<file path="src/rtl/rv_multicycle_core.sv">
// Multi-cycle RV32I/RV64I subset core: add/sub/and/or/addi, XLEN-wide load/store, beq/bne.
// Define BRANCH_EXT_EN to also accept blt/bge as signed compares.
//
// state    | meaning
// ---------+------------------------------------------------------------
// S_FETCH  | imem_req high at PC, wait for imem_ready, latch instruction
// S_DECODE | read rs1/rs2, build immediate, reject unsupported encodings
// S_EXEC   | ALU/address compute; branches resolve and retire here
// S_MEM    | dmem_req held stable until dmem_ready
// S_WB     | write rd, advance PC, retire
// S_HALT   | stopped until reset
module rv_multicycle_core #(
  parameter int              XLEN     = 64,
  parameter logic [XLEN-1:0] RESET_PC = '0
) (
  input  logic            clk,
  input  logic            reset,
  output logic            imem_req,
  output logic [XLEN-1:0] imem_addr,
  input  logic [31:0]     imem_rdata,
  input  logic            imem_ready,
  output logic            dmem_req,
  output logic            dmem_we,
  output logic [XLEN-1:0] dmem_addr,
  output logic [XLEN-1:0] dmem_wdata,
  input  logic [XLEN-1:0] dmem_rdata,
  input  logic            dmem_ready,
  output logic            retire,
  output logic            halted,
  output logic [XLEN-1:0] dbg_pc
);

  typedef enum logic [2:0] {S_FETCH, S_DECODE, S_EXEC, S_MEM, S_WB, S_HALT} state_t;

  localparam logic [2:0]      LS_F3   = (XLEN == 64) ? 3'b011 : 3'b010;
  localparam logic [XLEN-1:0] PC_STEP = XLEN'(4);

  state_t          state;
  logic [XLEN-1:0] pc;
  logic [31:0]     ir;
  logic [XLEN-1:0] regs [32];
  logic [XLEN-1:0] rs1_val, rs2_val, imm, res;

  logic [6:0] opcode, funct7;
  logic [4:0] rd, rs1, rs2;
  logic [2:0] funct3;

  assign opcode = ir[6:0];
  assign rd     = ir[11:7];
  assign funct3 = ir[14:12];
  assign rs1    = ir[19:15];
  assign rs2    = ir[24:20];
  assign funct7 = ir[31:25];

  logic is_alu_r, is_addi, is_load, is_store, is_branch, br_f3_ok, legal;

`ifdef BRANCH_EXT_EN
  assign br_f3_ok = funct3 inside {3'b000, 3'b001, 3'b100, 3'b101};
`else
  assign br_f3_ok = funct3 inside {3'b000, 3'b001};
`endif

  assign is_alu_r  = (opcode == 7'b0110011) &&
                     (((funct7 == 7'b0000000) && (funct3 inside {3'b000, 3'b110, 3'b111})) ||
                      ((funct7 == 7'b0100000) && (funct3 == 3'b000)));
  assign is_addi   = (opcode == 7'b0010011) && (funct3 == 3'b000);
  assign is_load   = (opcode == 7'b0000011) && (funct3 == LS_F3);
  assign is_store  = (opcode == 7'b0100011) && (funct3 == LS_F3);
  assign is_branch = (opcode == 7'b1100011) && br_f3_ok;
  assign legal     = is_alu_r | is_addi | is_load | is_store | is_branch;

  logic [XLEN-1:0] imm_i, imm_s, imm_b, imm_dec;
  assign imm_i   = {{(XLEN-12){ir[31]}}, ir[31:20]};
  assign imm_s   = {{(XLEN-12){ir[31]}}, ir[31:25], ir[11:7]};
  assign imm_b   = {{(XLEN-13){ir[31]}}, ir[31], ir[7], ir[30:25], ir[11:8], 1'b0};
  assign imm_dec = is_store ? imm_s : (is_branch ? imm_b : imm_i);

  logic [XLEN-1:0] rf_rs1, rf_rs2;
  assign rf_rs1 = (rs1 == 5'd0) ? '0 : regs[rs1];
  assign rf_rs2 = (rs2 == 5'd0) ? '0 : regs[rs2];

  // Loads and stores fall through to the add path, giving rs1 + imm as the address.
  logic [XLEN-1:0] alu_b, alu_out;
  logic            br_taken;
  assign alu_b = is_alu_r ? rs2_val : imm;

  always_comb begin
    alu_out = rs1_val + alu_b;
    if (is_alu_r) begin
      case (funct3)
        3'b110:  alu_out = rs1_val | rs2_val;
        3'b111:  alu_out = rs1_val & rs2_val;
        default: alu_out = funct7[5] ? (rs1_val - rs2_val) : (rs1_val + rs2_val);
      endcase
    end
  end

  always_comb begin
    br_taken = 1'b0;
    case (funct3)
      3'b000:  br_taken = (rs1_val == rs2_val);
      3'b001:  br_taken = (rs1_val != rs2_val);
      3'b100:  br_taken = ($signed(rs1_val) <  $signed(rs2_val));
      3'b101:  br_taken = ($signed(rs1_val) >= $signed(rs2_val));
      default: br_taken = 1'b0;
    endcase
  end

  assign imem_addr = pc;
  assign dbg_pc    = pc;

  always_ff @(posedge clk) begin
    if (reset) begin
      state      <= S_FETCH;
      pc         <= RESET_PC;
      ir         <= '0;
      rs1_val    <= '0;
      rs2_val    <= '0;
      imm        <= '0;
      res        <= '0;
      imem_req   <= 1'b1;
      dmem_req   <= 1'b0;
      dmem_we    <= 1'b0;
      dmem_addr  <= '0;
      dmem_wdata <= '0;
      retire     <= 1'b0;
      halted     <= 1'b0;
      for (int i = 0; i < 32; i++) regs[i] <= '0;
    end else begin
      retire <= 1'b0;
      case (state)
        S_FETCH: if (imem_ready) begin
          ir       <= imem_rdata;
          imem_req <= 1'b0;
          state    <= S_DECODE;
        end
        S_DECODE: begin
          rs1_val <= rf_rs1;
          rs2_val <= rf_rs2;
          imm     <= imm_dec;
          if (legal) begin
            state <= S_EXEC;
          end else begin
            halted <= 1'b1;
            state  <= S_HALT;
          end
        end
        S_EXEC: begin
          if (is_branch) begin
            pc       <= br_taken ? (pc + imm) : (pc + PC_STEP);
            retire   <= 1'b1;
            imem_req <= 1'b1;
            state    <= S_FETCH;
          end else if (is_load || is_store) begin
            dmem_req   <= 1'b1;
            dmem_we    <= is_store;
            dmem_addr  <= alu_out;
            dmem_wdata <= rs2_val;
            state      <= S_MEM;
          end else begin
            res   <= alu_out;
            state <= S_WB;
          end
        end
        S_MEM: if (dmem_ready) begin
          dmem_req <= 1'b0;
          dmem_we  <= 1'b0;
          if (is_store) begin
            pc       <= pc + PC_STEP;
            retire   <= 1'b1;
            imem_req <= 1'b1;
            state    <= S_FETCH;
          end else begin
            res   <= dmem_rdata;
            state <= S_WB;
          end
        end
        S_WB: begin
          if (rd != 5'd0) regs[rd] <= res;
          pc       <= pc + PC_STEP;
          retire   <= 1'b1;
          imem_req <= 1'b1;
          state    <= S_FETCH;
        end
        S_HALT: halted <= 1'b1;
        default: begin
          imem_req <= 1'b0;
          dmem_req <= 1'b0;
          dmem_we  <= 1'b0;
          halted   <= 1'b1;
          state    <= S_HALT;
        end
      endcase
    end
  end

endmodule

</file>
<file path="config.mk">
export PLATFORM = sky130hd
export DESIGN_NAME = rv_multicycle_core
export DESIGN_NICKNAME = d
export VERILOG_FILES = /design/src/rtl/rv_multicycle_core.sv
export SDC_FILE = /design/constraint.sdc
export NUM_CORES = 2
export LEC_CHECK = 0
export CELL_PAD_IN_SITES_DETAIL_PLACEMENT = 1
export CELL_PAD_IN_SITES_GLOBAL_PLACEMENT = 2
export CORE_MARGIN = 1
export CORE_UTILIZATION = 40
export DETAILED_ROUTE_END_ITERATION = 12
export PLACE_DENSITY = 0.71
export SLEW_MARGIN = 20
export SYNTH_ARGS = -nofsm -noshare
export SYNTH_HDL_FRONTEND = slang
export SYNTH_SLANG_ARGS = --single-unit
</file>
<file path="constraint.sdc">
create_clock -name clk -period 14.94 [get_ports clk]
set_input_delay 1.494 -clock clk [delete_from_list [all_inputs] [get_ports clk]]
set_output_delay 1.494 -clock clk [all_outputs]
set_load 0.05 [all_outputs]
</file>
Word-level counts from Yosys, hierarchy flattened
Memories as Yosys holds them, arrays and structs flattened. A register that Yosys moved wholly into a read port is not among the register bits.
Cells that the tools add are included.
- output and inout port bits: 261
- memories: 1
- register bits after elaboration: 437
- input port bits: 100
- word-level logic and storage cells: 149
- bits in writable memories: 2048
- memories (name ; depth ; width ; rd ports ; clocked after memory_dff ; write ports ; line ; source):
    regs ; 32 ; 64 ; 2 ; 2 ; 32 ; 41 ; logic [XLEN-1:0] regs [32];
- add/sub/neg operators: 5
- bitwise gates (word level): 11
- equality and inequality tests: 28
- order comparisons: 2
- multiplexer cells: 57
- reductions and logical operators: 31
- operators by type and width (kind ; count):
    $mux 64 ; 14
    $pmux 64 s2 ; 2
    $add 64x64->64 ; 3
    $pmux 64 s3 ; 1
    $add 64x3->64 const B ; 1
    $and 64x64->64 ; 1
    $eq 64x64->1 ; 1
    $ge 64x64->1 ; 1
    $lt 64x64->1 ; 1
    $ne 64x64->1 ; 1
    $or 64x64->64 ; 1
    $reduce_or 64->1 ; 1
    $sub 64x64->64 ; 1
    $mux 5 ; 5
    $mux 12 ; 2
    $eq 7x6->1 const B ; 3
    $mux 1 ; 20
    $eq 3x3->1 const B ; 6
    $mux 3 ; 6
    $ne 2x2->1 const B ; 9
    $pmux 3 s6 ; 1
    $logic_not 5->1 ; 2
    $reduce_and 5->1 ; 2
    $eq 3x2->1 const B ; 3
    22 further kinds ; 46

Logic depth before layout (Yosys ltp)
- depth in word-level cells: 11
- gate-level depth with buffers: 25
- depth with buffers taken out: 21

Worst setup path before layout
OpenSTA, ideal clock, no wires.
- path type: in2reg
- from: input port reset
- to: memory regs[28][0], enable pin
- setup slack: 7.744 ns
- arrival time: 6.621 ns
- cell stages on the path: 3
- path buffers: 0
- library setup time: 0.575 ns
- cells stage by stage: nor3b_1 nand3_1 o21ai_0
- RTL lines (what ; line ; source):
    from (decl) ; 17 ; input logic reset,
    to (decl) ; 41 ;

Final worst setup path
- from: register ir[13]
- to: register dmem_addr[45]
- cells in the longest elaborated chain, start to end: 8
- elaborated cells on any way between the ends: 21
- RTL lines (what ; line ; source):
    from (decl) ; 40 ; logic [31:0] ir;
    from (signal assigned) ; 133 ; ir <= imem_rdata;
    $eq 3x3->1 / $logic_not 3->1 (equally long branches) ; -- ;
    $reduce_bool 3->1 ; 64 ; (((funct7 == 7'b0000000) && (funct3 inside {3'b000, 3'b110, 3'b111})) ||
    $logic_and 1x1->1 ; 64 ;
    $logic_or 1x1->1 ; 64 ;
    $logic_and 1x1->1 ; 63 ; assign is_alu_r = (opcode == 7'b0110011) &&
    $mux 64 ; 85 ; assign alu_b = is_alu_r ? rs2_val : imm;
    $add 64x64->64 ; 88 ; alu_out = rs1_val + alu_b;
    $mux 64 ; 89 ; if (is_alu_r) begin
    to (signal assigned) ; 157 ; dmem_addr <= alu_out;
    to (decl) ; 24 ; output logic [XLEN-1:0] dmem_addr,
Several ways; a longest one is shown, not always the timed one.
A chain may end at the register's enable or synchronous reset.

==> impl_metrics.json <==
{
  "finalClockSkew_ns": 0.0384,
  "grt_pass1_wl_um": 838000,
  "fp.coreArea_um2": 357000,
  "critical-path-top-delay-family": "compound AO/OA/AOI/OAI gates",
  "pwr-share-seq": 0.445,
  "cts-root-to-sink-buffers": 4,
  "syn-mean-instance-area_um2": 12.5,
  "vias_per_cell": 6.47,
  "wl_per_cell_um": 36.9,
  "fp.dieW_um": 602,
  "timing_max_transition_violations_final": 0,
  "antenna_left": 0,
  "critical_path_required_ns": 15.69,
  "clk-insertion-delay-late_ns": 0.94,
  "post_route_cells_drive_above_1_share": 0.186,
  "switching_power_mw": 4.96,
  "timing.max_cap.violations": 0,
  "clk_root_buffer_cell": "sky130_fd_sc_hd__clkbuf_16",
  "timing.critical_path.cells": "nand2_2 -> buf_4 -> o21ai_0 -> and3_1 -> nand3_4 -> buf_4 -> and2_2 -> buf_4 -> a21o_1 -> ha_1 -> nand4_1 -> a211o_1 -> a2111oi_0 -> buf_4 -> or4_1 -> a221oi_1 -> o21ai_1 -> a21boi_0 -> o21bai_1 -> xnor2_1 -> nor2_1 -> a221oi_1 -> a21oi_1",
  "worstHoldPathType": "flip-flop to flip-flop",
  "post-cts-setup-buffers": 0,
  "layout.nets": 11805,
  "post-route-period-util": 0.481,
  "p_clk_frac": 0.409,
  "worstPathArrival_ns": 7.94,
  "post_synth_edffs": 2048,
  "hold_depth": 2,
  "hpwl_um": 374000,
  "port_buffers": 360,
  "drt-initial-drc-count": 14921,
  "slowest_stage_cell_crit_path": "sky130_fd_sc_hd__a2111oi_0",
  "die_area_um2": 362000,
  "cp-end-kind": "flip-flop",
  "htreeDepth": 5,
  "globalRoute.totalOverflow": 0,
  "ios": 361,
  "setup_viol_count_final": 0,
  "synth_top_area_cell": "sky130_fd_sc_hd__edfxtp_1",
  "grt_antenna_before_repair": 75,
  "drtPass1Iterations": 6,
  "grt_util_all_layers": 0.327,
  "synthDistinctLibCells": 92,
  "power_density_nw_per_um2": 110,
  "cts_hold_buf": 0,
  "routed_wirelength_um": 604000,
  "critPathMostFrequentCell": "sky130_fd_sc_hd__buf_4",
  "yosys_register_bits": 2495,
  "floorplan.initialDensity": 0.403,
  "die_y_um": 602,
  "achievable-frequency_ghz": 0.139,
  "yosysWarnings": 0,
  "yosys_most_used_dff": "sky130_fd_sc_hd__edfxtp_1",
  "clock_buffer_count_from_cts": 297,
  "worst-path-max-fanout": 51,
  "number_of_global_route_vias_before_repair": 107369,
  "run_status": "completed",
  "critPathKind": "flip-flop to flip-flop",
  "fin_crit_ns": 7.19,
  "power.share.switching": 0.277,
  "cp-start-kind": "flip-flop",
  "utilization": 0.454,
  "cell_count_along_the_critical_path": 23,
  "rows": 219,
  "cts_resized": 0,
  "clock_transition_at_the_register_clock_pins_on_the_worst_setup_and_hold_paths_after_cts_ns": 0.05,
  "netlist.area_leader.share": 0.428,
  "setup-tns-final_ns": 0,
  "remaining_drc_errors": 0,
  "grt_setup_unrepaired": "false",
  "final-hold-violation-count": 0,
  "layout-area-overhead-vs-synth_pct": 12.6,
  "cp_bufs_invs": 4,
  "cellLeakagePower_nw": 56.3,
  "internal_power_mw": 12.9,
  "power_frac_comb": 0.146,
  "syn_inst": 11471,
  "synth.yosys.seq_area_share": 0.490,
  "synth_async_sr_flop_share": 0,
  "worst_path_largest_cell_delay_ns": 0.70,
  "worst-r2r-cell-count": 23,
  "gpl.final_weighted_congestion": 0.908,
  "slew-limit-headroom": 0.144,
  "largest_net_degree_at_the_start_of_global_routing": 157,
  "vias": 105901,
  "peakVddDrop_v": 0.0000786,
  "numClockSinks": 2495,
  "worst_pin_slew_ns": 1.25,
  "tritoncts": "yes",
  "syn_area_um2": 144000,
  "ys_top_cells_by_area": "sky130_fd_sc_hd__edfxtp_1 (43%), sky130_fd_sc_hd__mux4_2 (20%), sky130_fd_sc_hd__and2_1 (8.7%)"
}
[through the flow]
stage | area (um^2) | std cells | worst slack, ns | hold slack [ns] | total power, mW
2_1_floorplan | 144000 | 11534 | 7.74 | 0.436 | 9.61
3_3_place_gp | 152000 | 15826 | 7.81 | 0.445 | 10.6
3_5_place_dp | 152000 | 15826 | 7.75 | 0.449 | 10.7
4_1_cts | 162000 | 16364 | 7.72 | 0.457 | 17.9
5_1_grt | 162000 | 16368 | 7.26 | 0.473 | 18.3
6_report | 162000 | 16379 | 7.75 | 0.453 | 17.9
[cell usage in the layout (no fill, tap or decap), types with 67 or more instances in the layout]
master / netlist / final
sky130_fd_sc_hd__edfxtp_1: 2048 / 2048
sky130_fd_sc_hd__and2_1: 2009 / 2006
sky130_fd_sc_hd__mux4_2: 1280 / 1280
sky130_fd_sc_hd__a21oi_1: 772 / 772
sky130_fd_sc_hd__nor2_1: 674 / 639
sky130_fd_sc_hd__nand2_1: 572 / 567
sky130_fd_sc_hd__dfxtp_1: 447 / 410
sky130_fd_sc_hd__clkdlybuf4s50_1: 0 / 359
sky130_fd_sc_hd__o21ai_0: 360 / 328
sky130_fd_sc_hd__ha_1: 325 / 325
sky130_fd_sc_hd__clkbuf_16: 0 / 306
sky130_fd_sc_hd__buf_4: 65 / 258
sky130_fd_sc_hd__inv_1: 251 / 250
sky130_fd_sc_hd__a21o_1: 175 / 175
sky130_fd_sc_hd__mux2i_1: 149 / 135
sky130_fd_sc_hd__xnor2_1: 124 / 124
sky130_fd_sc_hd__nor3_1: 105 / 104
sky130_fd_sc_hd__nand4_1: 88 / 88
sky130_fd_sc_hd__a211oi_1: 87 / 86
sky130_fd_sc_hd__nand3_1: 85 / 84
sky130_fd_sc_hd__a31oi_1: 72 / 72
sky130_fd_sc_hd__clkbuf_1: 865 / 67
[cells by family after synthesis]
| group | synth area share |
|---|---|
| simple gates | 0.143 |
| flops | 0.490 |
| compound gates | 0.0789 |
| mux | 0.211 |
| buf+inv | 0.0373 |
| fa+ha+maj | 0.0288 |
| xor+xnor | 0.0106 |
| other cells | 0.0000261 |
[cell usage after synthesis (17+ instances only)]
library cell,count
sky130_fd_sc_hd__nand2_1,572
sky130_fd_sc_hd__a221oi_1,23
sky130_fd_sc_hd__clkbuf_1,865
sky130_fd_sc_hd__nand4_1,88
sky130_fd_sc_hd__xor2_1,50
sky130_fd_sc_hd__inv_1,251
sky130_fd_sc_hd__nor2_1,674
sky130_fd_sc_hd__mux4_2,1280
sky130_fd_sc_hd__o21ai_1,25
sky130_fd_sc_hd__nor3_1,105
sky130_fd_sc_hd__o21bai_1,62
sky130_fd_sc_hd__o22ai_1,17
sky130_fd_sc_hd__a21oi_1,772
sky130_fd_sc_hd__o21a_1,25
sky130_fd_sc_hd__dfxtp_1,447
sky130_fd_sc_hd__and3_1,45
sky130_fd_sc_hd__o31ai_1,47
sky130_fd_sc_hd__buf_4,65
sky130_fd_sc_hd__o21ai_0,360
sky130_fd_sc_hd__nand3_1,85
sky130_fd_sc_hd__and2_1,2009
sky130_fd_sc_hd__a31oi_1,72
sky130_fd_sc_hd__buf_1,145
sky130_fd_sc_hd__nor2b_1,35
sky130_fd_sc_hd__o211ai_1,43
sky130_fd_sc_hd__or3_1,30
sky130_fd_sc_hd__mux2i_1,149
sky130_fd_sc_hd__edfxtp_1,2048
sky130_fd_sc_hd__ha_1,325
sky130_fd_sc_hd__a311oi_1,23
sky130_fd_sc_hd__a211oi_1,87
sky130_fd_sc_hd__nand2b_1,38
sky130_fd_sc_hd__nor4_1,48
sky130_fd_sc_hd__a21o_1,175
sky130_fd_sc_hd__xnor2_1,124
[worst reg2reg max path: cells and delay by family (launching register included)]
family                     cells  cell delay [ns]
AOI/OAI and AO/OA             10             3.10
and+or+nand+nor                7             1.57
buffers and inverters          4             1.24
DFF                            1             0.52
xor gates and xnor gates       1             0.18
adders and majority gates      1             0.44
[final timing paths]
path / from / endpoint / slack [ns]
setup / recovery: ir[13] / dmem_addr[45] / 7.75
hold / removal: dmem_wdata[25] / dmem_wdata[25] / 0.45
setup reg to reg: ir[13] / dmem_addr[45] / 7.75
hold reg to reg: dmem_wdata[25] / dmem_wdata[25] / 0.45
[power groups by stage]
stage | sequential, mW | combinational (mW) | clock [mW]
final | 7.96 | 2.60 | 7.31
after global routing | 7.98 | 2.71 | 7.61
after CTS | 7.95 | 2.57 | 7.37
after detailed placement | 8.09 | 2.56 | 0
after global placement | 8.06 | 2.53 | 0
after floorplan | 8.02 | 1.58 | 0
[state kept, by name, indices dropped and copies added (netlist names), 3 cells and up, named ones only]
register and flops:
regs 2048, dbg_pc 64, dmem_addr 64, dmem_wdata 64, res 64, rs1_val 64, rs2_val 64, ir 32
imm 13, state 3
[layer usage]
layer / part of all wire / GRT usage
met1: 0.40 / 0.446
met2: 0.46 / 0.521
met3: 0.10 / 0.0638
met4: 0.038 / 0.112
met5: 0.000075 / 0
[final cells by class]
cell class              instances  area, um^2
flip-flops and latches       2495       70500
inverters                     255         962
clock buffers                 397        8210
fillers                     36221      195000
clock inverters               141        1310
well taps                    4751        5940
multi-input cells            7687       69000
diodes                         13        32.5
repair buffers                640        5980
Note: power is estimated with default switching activity, not from simulation.
